**src/rtl/sram_port_arbiter_pkg.sv**
```systemverilog
// ----------------------------------------------------------------------------
// sram_arb_pkg: shared types and helpers for the SRAM port arbiter. Rev 1.0
// ----------------------------------------------------------------------------
`default_nettype none

package sram_arb_pkg;

  localparam int MEM_RD_LATENCY = 1;

  typedef enum logic [0:0] {
    ARB   = 1'b0,
    OWNED = 1'b1
  } arb_state_e;

  // Index width for n items, never below 1 so single-bit indices stay legal.
  function automatic int clog2(input int n);
    int w;
    w = 1;
    for (int i = 1; i < 31; i++) begin
      if ((1 << i) < n) w = i + 1;
    end
    return w;
  endfunction

endpackage

`default_nettype wire

```
**src/rtl/sram_port_arbiter_if.sv**
```systemverilog
// ----------------------------------------------------------------------------
// sram_port_arbiter_if: requester-side bus of the SRAM port arbiter. Rev 1.0
// ----------------------------------------------------------------------------
`default_nettype none

interface sram_port_arbiter_if #(
  parameter int NUM_REQ    = 2,
  parameter int ADDR_WIDTH = 8,
  parameter int DATA_WIDTH = 8
);

  logic [NUM_REQ-1:0]            req;
  logic [NUM_REQ-1:0]            lock;
  logic [NUM_REQ-1:0]            we;
  logic [NUM_REQ*ADDR_WIDTH-1:0] addr;
  logic [NUM_REQ*DATA_WIDTH-1:0] wdata;
  logic [NUM_REQ-1:0]            gnt;
  logic [NUM_REQ-1:0]            rvalid;
  logic [DATA_WIDTH-1:0]         rdata;

  modport master (output req, lock, we, addr, wdata, input gnt, rvalid, rdata);
  modport slave  (input req, lock, we, addr, wdata, output gnt, rvalid, rdata);

endinterface

`default_nettype wire

```
**src/rtl/sram_port_arbiter_rr_pick.sv**
```systemverilog
// ----------------------------------------------------------------------------
// sram_arb_rr_pick: combinational round-robin picker, search starts at ptr_i.
// Rev 1.0
// ----------------------------------------------------------------------------
`default_nettype none

module sram_arb_rr_pick
  import sram_arb_pkg::*;
#(
  parameter int NUM_REQ = 2,
  parameter int IW      = clog2(NUM_REQ)
) (
  input  wire  [NUM_REQ-1:0] req_i,
  input  wire  [IW-1:0]      ptr_i,
  output logic [NUM_REQ-1:0] gnt_o,
  output logic [IW-1:0]      idx_o
);

  int cand;

  // Scan from farthest to nearest offset so the nearest active request wins.
  always_comb begin
    cand  = 0;
    idx_o = ptr_i;
    for (int k = NUM_REQ - 1; k >= 0; k--) begin
      cand = int'(ptr_i) + k;
      if (cand >= NUM_REQ) cand = cand - NUM_REQ;
      if (req_i[cand]) idx_o = IW'(cand);
    end
    gnt_o        = '0;
    gnt_o[idx_o] = |req_i;
  end

endmodule

`default_nettype wire

```
**src/rtl/sram_port_arbiter.sv**
```systemverilog
// ----------------------------------------------------------------------------
// sram_port_arbiter: round-robin single-port SRAM sharing with grant locking.
// Optional macro SRAM_ARB_BURST_LIMIT_EN caps locked bursts at MAX_BURST. Rev 1.0
// ----------------------------------------------------------------------------
`default_nettype none

module sram_port_arbiter
  import sram_arb_pkg::*;
#(
  parameter int DATA_WIDTH = 8,
  parameter int ADDR_WIDTH = 8,
  parameter int NUM_REQ    = 2,
  parameter int MAX_BURST  = 16
) (
  input  wire                    clk,
  input  wire                    resetn,
  sram_port_arbiter_if.slave     bus,
  output logic                   csb0_o,
  output logic                   web0_o,
  output logic [ADDR_WIDTH-1:0]  addr0_o,
  output logic [DATA_WIDTH-1:0]  din0_o,
  input  wire  [DATA_WIDTH-1:0]  dout0_i
);

  localparam int IW        = clog2(NUM_REQ);
  localparam int TAG_DEPTH = MEM_RD_LATENCY + 1;

  arb_state_e             state_q, state_d;
  logic [IW-1:0]          owner_q, owner_d;
  logic [IW-1:0]          rr_ptr_q, rr_ptr_d;
  logic [NUM_REQ-1:0]     pick_gnt, gnt;
  logic [IW-1:0]          pick_idx, gnt_idx;
  logic                   accept;
  logic                   burst_done;

  logic                   csb_q, web_q;
  logic [ADDR_WIDTH-1:0]  addr_q;
  logic [DATA_WIDTH-1:0]  din_q;

  logic [TAG_DEPTH-1:0]   tag_vld_q;
  logic [IW-1:0]          tag_idx_q [TAG_DEPTH];

  function automatic logic [IW-1:0] next_idx(input logic [IW-1:0] i);
    return (i == IW'(NUM_REQ - 1)) ? '0 : i + 1'b1;
  endfunction

  sram_arb_rr_pick #(
    .NUM_REQ (NUM_REQ),
    .IW      (IW)
  ) u_pick (
    .req_i (bus.req),
    .ptr_i (rr_ptr_q),
    .gnt_o (pick_gnt),
    .idx_o (pick_idx)
  );

  always_ff @(posedge clk) begin
    if (!resetn) begin
      state_q  <= ARB;
      owner_q  <= '0;
      rr_ptr_q <= '0;
    end else begin
      state_q  <= state_d;
      owner_q  <= owner_d;
      rr_ptr_q <= rr_ptr_d;
    end
  end

  // Every accepted access moves the pointer past the winner, so leaving
  // ownership already finds the pointer one beyond the owner.
  always_comb begin
    state_d  = state_q;
    owner_d  = owner_q;
    rr_ptr_d = accept ? next_idx(gnt_idx) : rr_ptr_q;
    case (state_q)
      ARB: begin
        if (accept && bus.lock[gnt_idx]) begin
          state_d = OWNED;
          owner_d = gnt_idx;
        end
      end
      OWNED: begin
        if (!bus.lock[owner_q]) state_d = ARB;
      end
      default: state_d = ARB;
    endcase
    if (burst_done) state_d = ARB;
  end

  always_comb begin
    gnt     = '0;
    gnt_idx = pick_idx;
    if (state_q == OWNED) begin
      gnt[owner_q] = 1'b1;
      gnt_idx      = owner_q;
    end else begin
      gnt = pick_gnt;
    end
    if (!resetn) gnt = '0;
  end

  assign bus.gnt = gnt;
  assign accept  = |(gnt & bus.req);

`ifdef SRAM_ARB_BURST_LIMIT_EN
  localparam int CW = clog2(MAX_BURST + 1);

  logic [CW-1:0] burst_q, burst_d;

  assign burst_done = accept && (burst_q == CW'(MAX_BURST - 1));

  always_comb begin
    burst_d = burst_q;
    if (state_d == ARB) burst_d = '0;
    else if (accept)    burst_d = burst_q + 1'b1;
  end

  always_ff @(posedge clk) begin
    if (!resetn) burst_q <= '0;
    else         burst_q <= burst_d;
  end
`else
  logic unused_max_burst;
  assign unused_max_burst = (MAX_BURST > 0);
  assign burst_done       = 1'b0;
`endif

  always_ff @(posedge clk) begin
    if (!resetn) begin
      csb_q  <= 1'b1;
      web_q  <= 1'b1;
      addr_q <= '0;
      din_q  <= '0;
    end else if (accept) begin
      csb_q  <= 1'b0;
      web_q  <= ~bus.we[gnt_idx];
      addr_q <= bus.addr[gnt_idx*ADDR_WIDTH +: ADDR_WIDTH];
      din_q  <= bus.wdata[gnt_idx*DATA_WIDTH +: DATA_WIDTH];
    end else begin
      csb_q  <= 1'b1;
      web_q  <= 1'b1;
    end
  end

  assign csb0_o  = csb_q;
  assign web0_o  = web_q;
  assign addr0_o = addr_q;
  assign din0_o  = din_q;

  // Stage 0 travels with the memory command; the last stage lines up with dout0.
  always_ff @(posedge clk) begin
    if (!resetn) tag_vld_q <= '0;
    else         tag_vld_q <= {tag_vld_q[TAG_DEPTH-2:0], accept & ~bus.we[gnt_idx]};
  end

  always_ff @(posedge clk) begin
    tag_idx_q[0] <= gnt_idx;
    for (int s = 1; s < TAG_DEPTH; s++) tag_idx_q[s] <= tag_idx_q[s-1];
  end

  always_comb begin
    bus.rvalid = '0;
    if (resetn && tag_vld_q[TAG_DEPTH-1]) bus.rvalid[tag_idx_q[TAG_DEPTH-1]] = 1'b1;
  end

  assign bus.rdata = dout0_i;

endmodule

`default_nettype wire

```
**src/flat_wrapper.sv**
```systemverilog
// flat-port wrapper written by rule: the top's interface ports become plain ports
module sram_port_arbiter_flat import sram_arb_pkg::*;
#(
  parameter int DATA_WIDTH = 8,
  parameter int ADDR_WIDTH = 8,
  parameter int NUM_REQ    = 2,
  parameter int MAX_BURST  = 16
)
  (clk, resetn, csb0_o, web0_o, addr0_o, din0_o, dout0_i, bus_req, bus_lock, bus_we, bus_addr, bus_wdata, bus_gnt, bus_rvalid, bus_rdata);
  sram_port_arbiter_if #(.NUM_REQ(NUM_REQ), .ADDR_WIDTH(ADDR_WIDTH), .DATA_WIDTH(DATA_WIDTH)) bus_i ();
  input  wire clk;
  input  wire resetn;
  output logic csb0_o;
  output logic web0_o;
  output logic [ADDR_WIDTH-1:0] addr0_o;
  output logic [DATA_WIDTH-1:0] din0_o;
  input  wire  [DATA_WIDTH-1:0] dout0_i;
  input wire logic [$bits(bus_i.req)-1:0] bus_req;
  input wire logic [$bits(bus_i.lock)-1:0] bus_lock;
  input wire logic [$bits(bus_i.we)-1:0] bus_we;
  input wire logic [$bits(bus_i.addr)-1:0] bus_addr;
  input wire logic [$bits(bus_i.wdata)-1:0] bus_wdata;
  output wire logic [$bits(bus_i.gnt)-1:0] bus_gnt;
  output wire logic [$bits(bus_i.rvalid)-1:0] bus_rvalid;
  output wire logic [$bits(bus_i.rdata)-1:0] bus_rdata;
  assign bus_i.req = bus_req;
  assign bus_i.lock = bus_lock;
  assign bus_i.we = bus_we;
  assign bus_i.addr = bus_addr;
  assign bus_i.wdata = bus_wdata;
  assign bus_gnt = bus_i.gnt;
  assign bus_rvalid = bus_i.rvalid;
  assign bus_rdata = bus_i.rdata;
  sram_port_arbiter #(.DATA_WIDTH(DATA_WIDTH), .ADDR_WIDTH(ADDR_WIDTH), .NUM_REQ(NUM_REQ), .MAX_BURST(MAX_BURST)) u_core (.clk(clk), .resetn(resetn), .bus(bus_i), .csb0_o(csb0_o), .web0_o(web0_o), .addr0_o(addr0_o), .din0_o(din0_o), .dout0_i(dout0_i));
endmodule
```
**config.mk**
```make
export PLATFORM = sky130hd
export DESIGN_NAME = sram_port_arbiter_flat
export DESIGN_NICKNAME = d
export VERILOG_FILES = /design/src/rtl/sram_port_arbiter_pkg.sv /design/src/rtl/sram_port_arbiter_if.sv /design/src/rtl/sram_port_arbiter_rr_pick.sv /design/src/rtl/sram_port_arbiter.sv /design/src/flat_wrapper.sv
export SDC_FILE = /design/constraint.sdc
export NUM_CORES = 1
export LEC_CHECK = 0
export BUFFER_PORTS_ARGS = -buffer_cell sky130_fd_sc_hd__buf_2
export CORE_AREA = 3 3 58 60
export DETAILED_ROUTE_END_ITERATION = 10
export DIE_AREA = 0 0 61 63
export HOLD_SLACK_MARGIN = 0.06
export PLACE_DENSITY = 0.8
export SYNTH_ARGS = -nofsm -noshare
export SYNTH_HDL_FRONTEND = slang
export SYNTH_SLANG_ARGS = --single-unit
```
**constraint.sdc**
```tcl
create_clock -name clk -period 3.03 [get_ports clk]
set_clock_uncertainty 0.1 [all_clocks]
set_input_delay 0.1515 -clock clk [delete_from_list [all_inputs] [get_ports clk]]
set_output_delay 0.1515 -clock clk [all_outputs]
set_load 0.02 [all_outputs]
```
==> results of run 1 <==
-- timing repair --
item                      4_1_cts  5_1_grt
hold endpoints to repair       19        0
resized for setup               0        0
hold buffers                   19        0
buffers inserted                0        0
-- cell usage in the layout, fill, tap and decap left out, drive strengths merged, types with 2 or more instances in the layout --
cell type	instances
a311oi	16
o21ai	18
buf	62
and3	2
a21boi	2
a21oi	3
dlygate4sd3	19
a22oi	16
nand2b	2
clkbuf	4
nand2	21
nor2	2
dfxtp	25
and2	3
-- cell type report --
| class | instances | area share |
|---|---|---|
| flip-flops and latches | 25 | 0.293 |
| clock buffers | 4 | 0.0154 |
| inverters | 1 | 0.00220 |
| well taps | 33 | 0.0242 |
| repair buffers | 81 | 0.295 |
| multi-input cells | 97 | 0.370 |
-- kinds of logic after synthesis --
group	after synthesis	share of synthesized area
AOI/OAI and AO/OA	62	0.369
DFF	25	0.395
and+or+nand+nor	34	0.123
muxes	1	0.00791
buffers and inverters	22	0.106
-- worst max-delay path: stages (launching register included) --
cell and delay (ns):
sky130_fd_sc_hd__dfxtp_1 0.42, sky130_fd_sc_hd__nand2_1 0.07, sky130_fd_sc_hd__buf_4 0.20, sky130_fd_sc_hd__o21ai_2 0.50, sky130_fd_sc_hd__or2_1 0.61, sky130_fd_sc_hd__a32o_1 0.24
-- routing by layer --
metal  global-route usage  share of wire  up-vias
li1                     -              -      666
met1                0.251           0.42      609
met2                0.290           0.48       59
met3               0.0372          0.081       13
met4               0.0623          0.019        0
met5                    0              0        -
-- per-stage QoR --
stage	instances	setup slack [ns]	instance area, sq um	hold slack, ns
CTS	241	0.838	1710	0.0868
global placement	218	0.912	1490	0.203
global route	241	0.653	1710	0.108
floorplan	144	1.60	1270	0.177
detailed placement	218	0.858	1490	0.203
finish	241	0.834	1710	0.0920
-- flip-flops by register name (all words and copies together), names as in the netlist --
register,flops
u_core.addr0_o,8
u_core.csb0_o,1
u_core.din0_o,8
u_core.owner_q,1
u_core.rr_ptr_q,1
u_core.state_q,1
u_core.tag_idx_q,2
u_core.tag_vld_q,2
u_core.web0_o,1
-- power groups by stage --
stage / logic [mW] / clock network [mW] / registers (mW)
after floorplan: 0.124 / 0 / 0.438
after global placement: 0.219 / 0 / 0.398
after detailed placement: 0.222 / 0 / 0.398
after CTS: 0.241 / 0.152 / 0.392
after global routing: 0.265 / 0.160 / 0.397
final: 0.240 / 0.148 / 0.392
-- worst paths after layout --
kind / slack [ns] / endpoint
setup / recovery: 0.83 / u_core.rr_ptr_q
hold / removal: 0.09 / u_core.tag_vld_q[0]
setup reg to reg: 0.83 / u_core.rr_ptr_q
hold reg to reg: 0.24 / u_core.tag_idx_q[0][1]
==> run metrics, run 1 <==
share of the core filled with cells in the final layout 0.573; share of Yosys cell area claimed by the top area cell type 0.395; number of vias per cell after detailed routing 5.59; switching share of total power 0.328; depth of the worst hold-timing path 3; status finished clean; final antenna-violating net count 0; total inserted antenna cells 0; area growth from synthesis to final layout 34.8%; full die area between 3000 and 4000 sq um; netlist area before placement 1270 sq um; post-synth net total between 150 and 200; proportion of register bits with asynchronous set or reset after synthesis 0; Max Buffers Root-to-Sink 2; nets around 260; detailed-route wire length 3440 microns; distinct cell type count after synthesis 33; worst reg-to-reg path cell count 5; NetSw 257 uW; final hold vios 0; synthesized area divided by synthesized cell count 8.79 sq um; First-pass DRT Iterations 4; number of antenna violations at the first check in global routing 0; number of enable-type register cells in the synthesized netlist 0; via count of the routed design 1347; number of slew-limit violations in the final report 0; largest area contributor in the synthesized netlist sky130_fd_sc_hd__dfxtp_1; Layout fillers around 260; clock network fraction of design power 0.190; Final min period 2.20 ns; register bit count reported by yosys 25; x dimension of the die 61 microns; gate count after technology mapping 144; number of levels the H-tree was split into 1; clock tree from TritonCTS done; launch point of the critical path u_core.owner_q; number of warning messages in the yosys log 0; Hold/Removal Path Class primary input to flop; largest net degree at the start of global routing 27; number of violations reported at the end of detailed-routing iteration 0 71; register area share after synthesis 0.395; number of buffers created by CTS 3; element type at the critical path end flop; number of cell rows 20; Starting Density 0.425; total clock sinks 25; unrepaired setup endpoints after global routing no; Setup Crit Path Kind flop to flop; critical register-to-register path startpoint u_core.owner_q; quantity of I/O buffers inserted on ports a little over 60; Tightest Pin Transition 0.704 ns; HPWL after detailed placement 2400 microns; peak supply drop 0.000219 V; I/O pin total 78; Core Area around 3000 sq um; peak fanout along the critical path 21; aggregate negative setup slack 0 ns; internal power consumption 525 uW; Reg power frac 0.502; predominant post-synthesis flop cell sky130_fd_sc_hd__dfxtp_1; total setup violations reported at the end of the flow 0; count leader, synth sky130_fd_sc_hd__dfxtp_1; Worst Min Path Start bus_we[1]; clock root buffer sky130_fd_sc_hd__clkbuf_4; highest clock rate 455 MHz; area taken by flip-flops and latches 500 sq um; global-route wire length before repair about 5500 microns; maxcap violations 0; final routed DRC violation total 0; die height around 63 microns; share of cells above drive strength 1 0.341; final estimated routing congestion in global placement roughly 0.85; ranking of synthesized cells by instance count 25 x sky130_fd_sc_hd__dfxtp_1, 21 x sky130_fd_sc_hd__nand2_1, 17 x sky130_fd_sc_hd__o21ai_0, 16 x sky130_fd_sc_hd__a22oi_1, 16 x sky130_fd_sc_hd__a311oi_1; pwr dens 458 nW/um^2; cell types occupying the most area after synthesis sky130_fd_sc_hd__dfxtp_1 40%, sky130_fd_sc_hd__a311oi_1 11%, sky130_fd_sc_hd__a22oi_1 9.5%, sky130_fd_sc_hd__o21ai_0 6.7%, sky130_fd_sc_hd__nand2_1 6.2%; global-route congestion overflow total 0; share of the clock period used by the worst path 0.725; endpoint required time on the critical path between 3 and 4 ns; Startpoint Class flop; area taken by multi-input logic gates 632 sq um; All-Layer GR Usage 0.186; clock latency reported for the late side of the worst-skew pair about 0.32 ns; fraction of power consumed by combinational cells 0.308; clock input transition at the sequential cells of the worst setup and hold paths 0.12 ns; vias in the first global route 1234; worst rel slew slack 0.530; routed length per instance around 14 microns; Worst Path Arrival 2.37 ns; Design Power roughly 780 uW; P_leak 0.769 nW
Note: power is estimated with default switching activity, not from simulation.
==> inputs of run 2 (changes only) <==
- CORE_AREA: 3 3 58 60 -> 3 3 62 64
- DIE_AREA: 0 0 61 63 -> 0 0 65 67
- PLACE_DENSITY: 0.8 -> 0.73
- clock period: 3.03 -> 1.84 ns (I/O delays scaled with it)
==> run metrics, run 2 (synthesis results as in run 1) <==
status finished clean; number of antenna violations at the first check in global routing 0 (unchanged); Tightest Pin Transition 0.495 ns (-0.209 ns); worst rel slew slack 0.669 (+0.138); post-route cell area 1930 sq um (+13%); area taken by multi-input logic gates 632 sq um (unchanged); number of cell rows 21 (+5.0%); depth of the worst hold-timing path 3 (unchanged); All-Layer GR Usage 0.195 (+0.00911); unrepaired setup endpoints after global routing no; critical register-to-register path startpoint u_core.rr_ptr_q; Worst Path Arrival 1.47 ns (-0.90 ns); maxcap violations 0 (unchanged); Starting Density 0.379 (-0.0458); Final min period 1.67 ns; Worst Min Path Start bus_wdata[4]; global-route congestion overflow total 0 (unchanged); clock latency reported for the late side of the worst-skew pair 0.31 ns (about the same); Layout fillers 306 (+19%); final antenna-violating net count 0 (unchanged); x dimension of the die 65 microns (+6.6%); Setup Crit Path Kind primary input to primary output; via count of the routed design 1465 (+8.8%); final routed DRC violation total 0 (unchanged); I/O pin total 78 (unchanged); total clock sinks 25 (unchanged); Startpoint Class primary input; number of vias per cell after detailed routing 5.31 (-5.0%); clock input transition at the sequential cells of the worst setup and hold paths 0.14 ns (+0.02 ns); worst reg2reg endpoint u_core.din0_o[4]; area taken by flip-flops and latches 500 sq um (unchanged); peak supply drop 0.000243 V (+11%); clock tree from TritonCTS done; # resized after CTS 0 (unchanged); setup slack, reg-to-reg 0.23 ns (-0.60 ns); pwr dens 690 nW/um^2 (+51%); global-route wire length before repair 6590 microns (+20%); aggregate negative setup slack 0 ns (unchanged); quantity of I/O buffers inserted on ports 61 (unchanged); number of levels the H-tree was split into 1 (unchanged); highest clock rate 600 MHz; First-pass DRT Iterations 4 (unchanged); total setup violations reported at the end of the flow 0 (unchanged); Hold/Removal Path Class primary input to flop; final estimated routing congestion in global placement 0.760 (-11%); placement-stage cell area 1540 sq um (+3.6%); HPWL after detailed placement 2570 microns (+6.9%); most common cell after layout, fill and taps aside sky130_fd_sc_hd__buf_2; area growth from synthesis to final layout 52.3%; die height 67 microns (+6.3%); clock root buffer sky130_fd_sc_hd__clkbuf_4; routed length per instance 15.1 microns (+5.5%); share of the clock period used by the worst path 0.906; vias in the first global route 1359 (+10%); number of violations reported at the end of detailed-routing iteration 0 137 (+93%); peak fanout along the critical path 5 (-76%); Max Buffers Root-to-Sink 2 (unchanged); largest net degree at the start of global routing 26 (-3.7%); number of buffers created by CTS 3 (unchanged); endpoint required time on the critical path 1.65 ns (-1.55 ns); share of cells above drive strength 1 0.335 (-0.00656); P_leak 0.866 nW (+13%); total inserted antenna cells 0 (unchanged); element type at the critical path end primary output; worst reg-to-reg path cell count 4 (-1); nets 279 (+8.6%); full die area 4360 sq um (+13%); detailed-route wire length 4160 microns (+21%); final hold vios 0 (unchanged); commonest cells after routing, fill and taps aside 61 x sky130_fd_sc_hd__buf_2, 35 x sky130_fd_sc_hd__dlygate4sd3_1, 25 x sky130_fd_sc_hd__dfxtp_1; number of slew-limit violations in the final report 0 (unchanged); Core Area 3340 sq um (+12%); capture endpoint of the worst hold path u_core.din0_o[4]
run 2: layer usage:
metal / track usage / wire [microns] / share of wire / vias to the layer above
li1: - / - / - / 710
met1: 0.240 / 1700 / 0.41 / 666
met2: 0.336 / 2040 / 0.49 / 79
met3: 0.0405 / 318 / 0.077 / 10
met4: 0.0660 / 97 / 0.023 / 0
met5: 0 / 0 / 0 / -
run 2: worst max-delay path by stage:
stage / end / cells after the start / from
after floorplan: u_core.rr_ptr_q / 5 / u_core.owner_q
after global placement: u_core.addr0_o[6] / 4 / u_core.rr_ptr_q
after detailed placement: u_core.din0_o[4] / 4 / u_core.rr_ptr_q
after CTS: bus_gnt[0] / 6 / bus_req[0]
after global routing: bus_gnt[0] / 6 / bus_req[0]
final: bus_gnt[0] / 6 / bus_req[0]
run 2: worst max-delay path: stages:
cell                            delay (ns)
sky130_fd_sc_hd__dlygate4sd3_1        0.52
sky130_fd_sc_hd__buf_2                0.16
sky130_fd_sc_hd__a21bo_2              0.24
sky130_fd_sc_hd__o21ai_0              0.13
sky130_fd_sc_hd__and2_1               0.16
sky130_fd_sc_hd__buf_2                0.17
run 2: layout make-up:
cell class,count,area share
Clock buffer,4,0.0136
Inverter,1,0.00195
Multi-Input combinational cell,97,0.328
Sequential cell,25,0.260
Tap cell,46,0.0299
Timing Repair Buffer,103,0.367
run 2: where the power goes:
part / internal (mW) / switching [mW]
clock network: 0.0846 / 0.155
registers: 0.610 / 0.0366
logic: 0.201 / 0.242
total: 0.896 / 0.433
run 2: repair_timing:
action	4_1_cts	5_1_grt
hold endpoints to repair	21	0
hold buffers	35	0
buffers inserted	0	1
setup endpoints to repair	0	1
run 2: metrics by stage:
stage           util  setup slack [ns]  instances  power, mW  hold WS, ns
2_1_floorplan      -             0.425        144      0.925        0.118
3_3_place_gp   0.463             0.295        236       1.03       0.0841
5_1_grt        0.578            0.0142        276       1.43       0.0606
6_report       0.578             0.174        276       1.33       0.0817
3_5_place_dp   0.463             0.287        236       1.03       0.0841
4_1_cts        0.576             0.144        275       1.33       0.0747
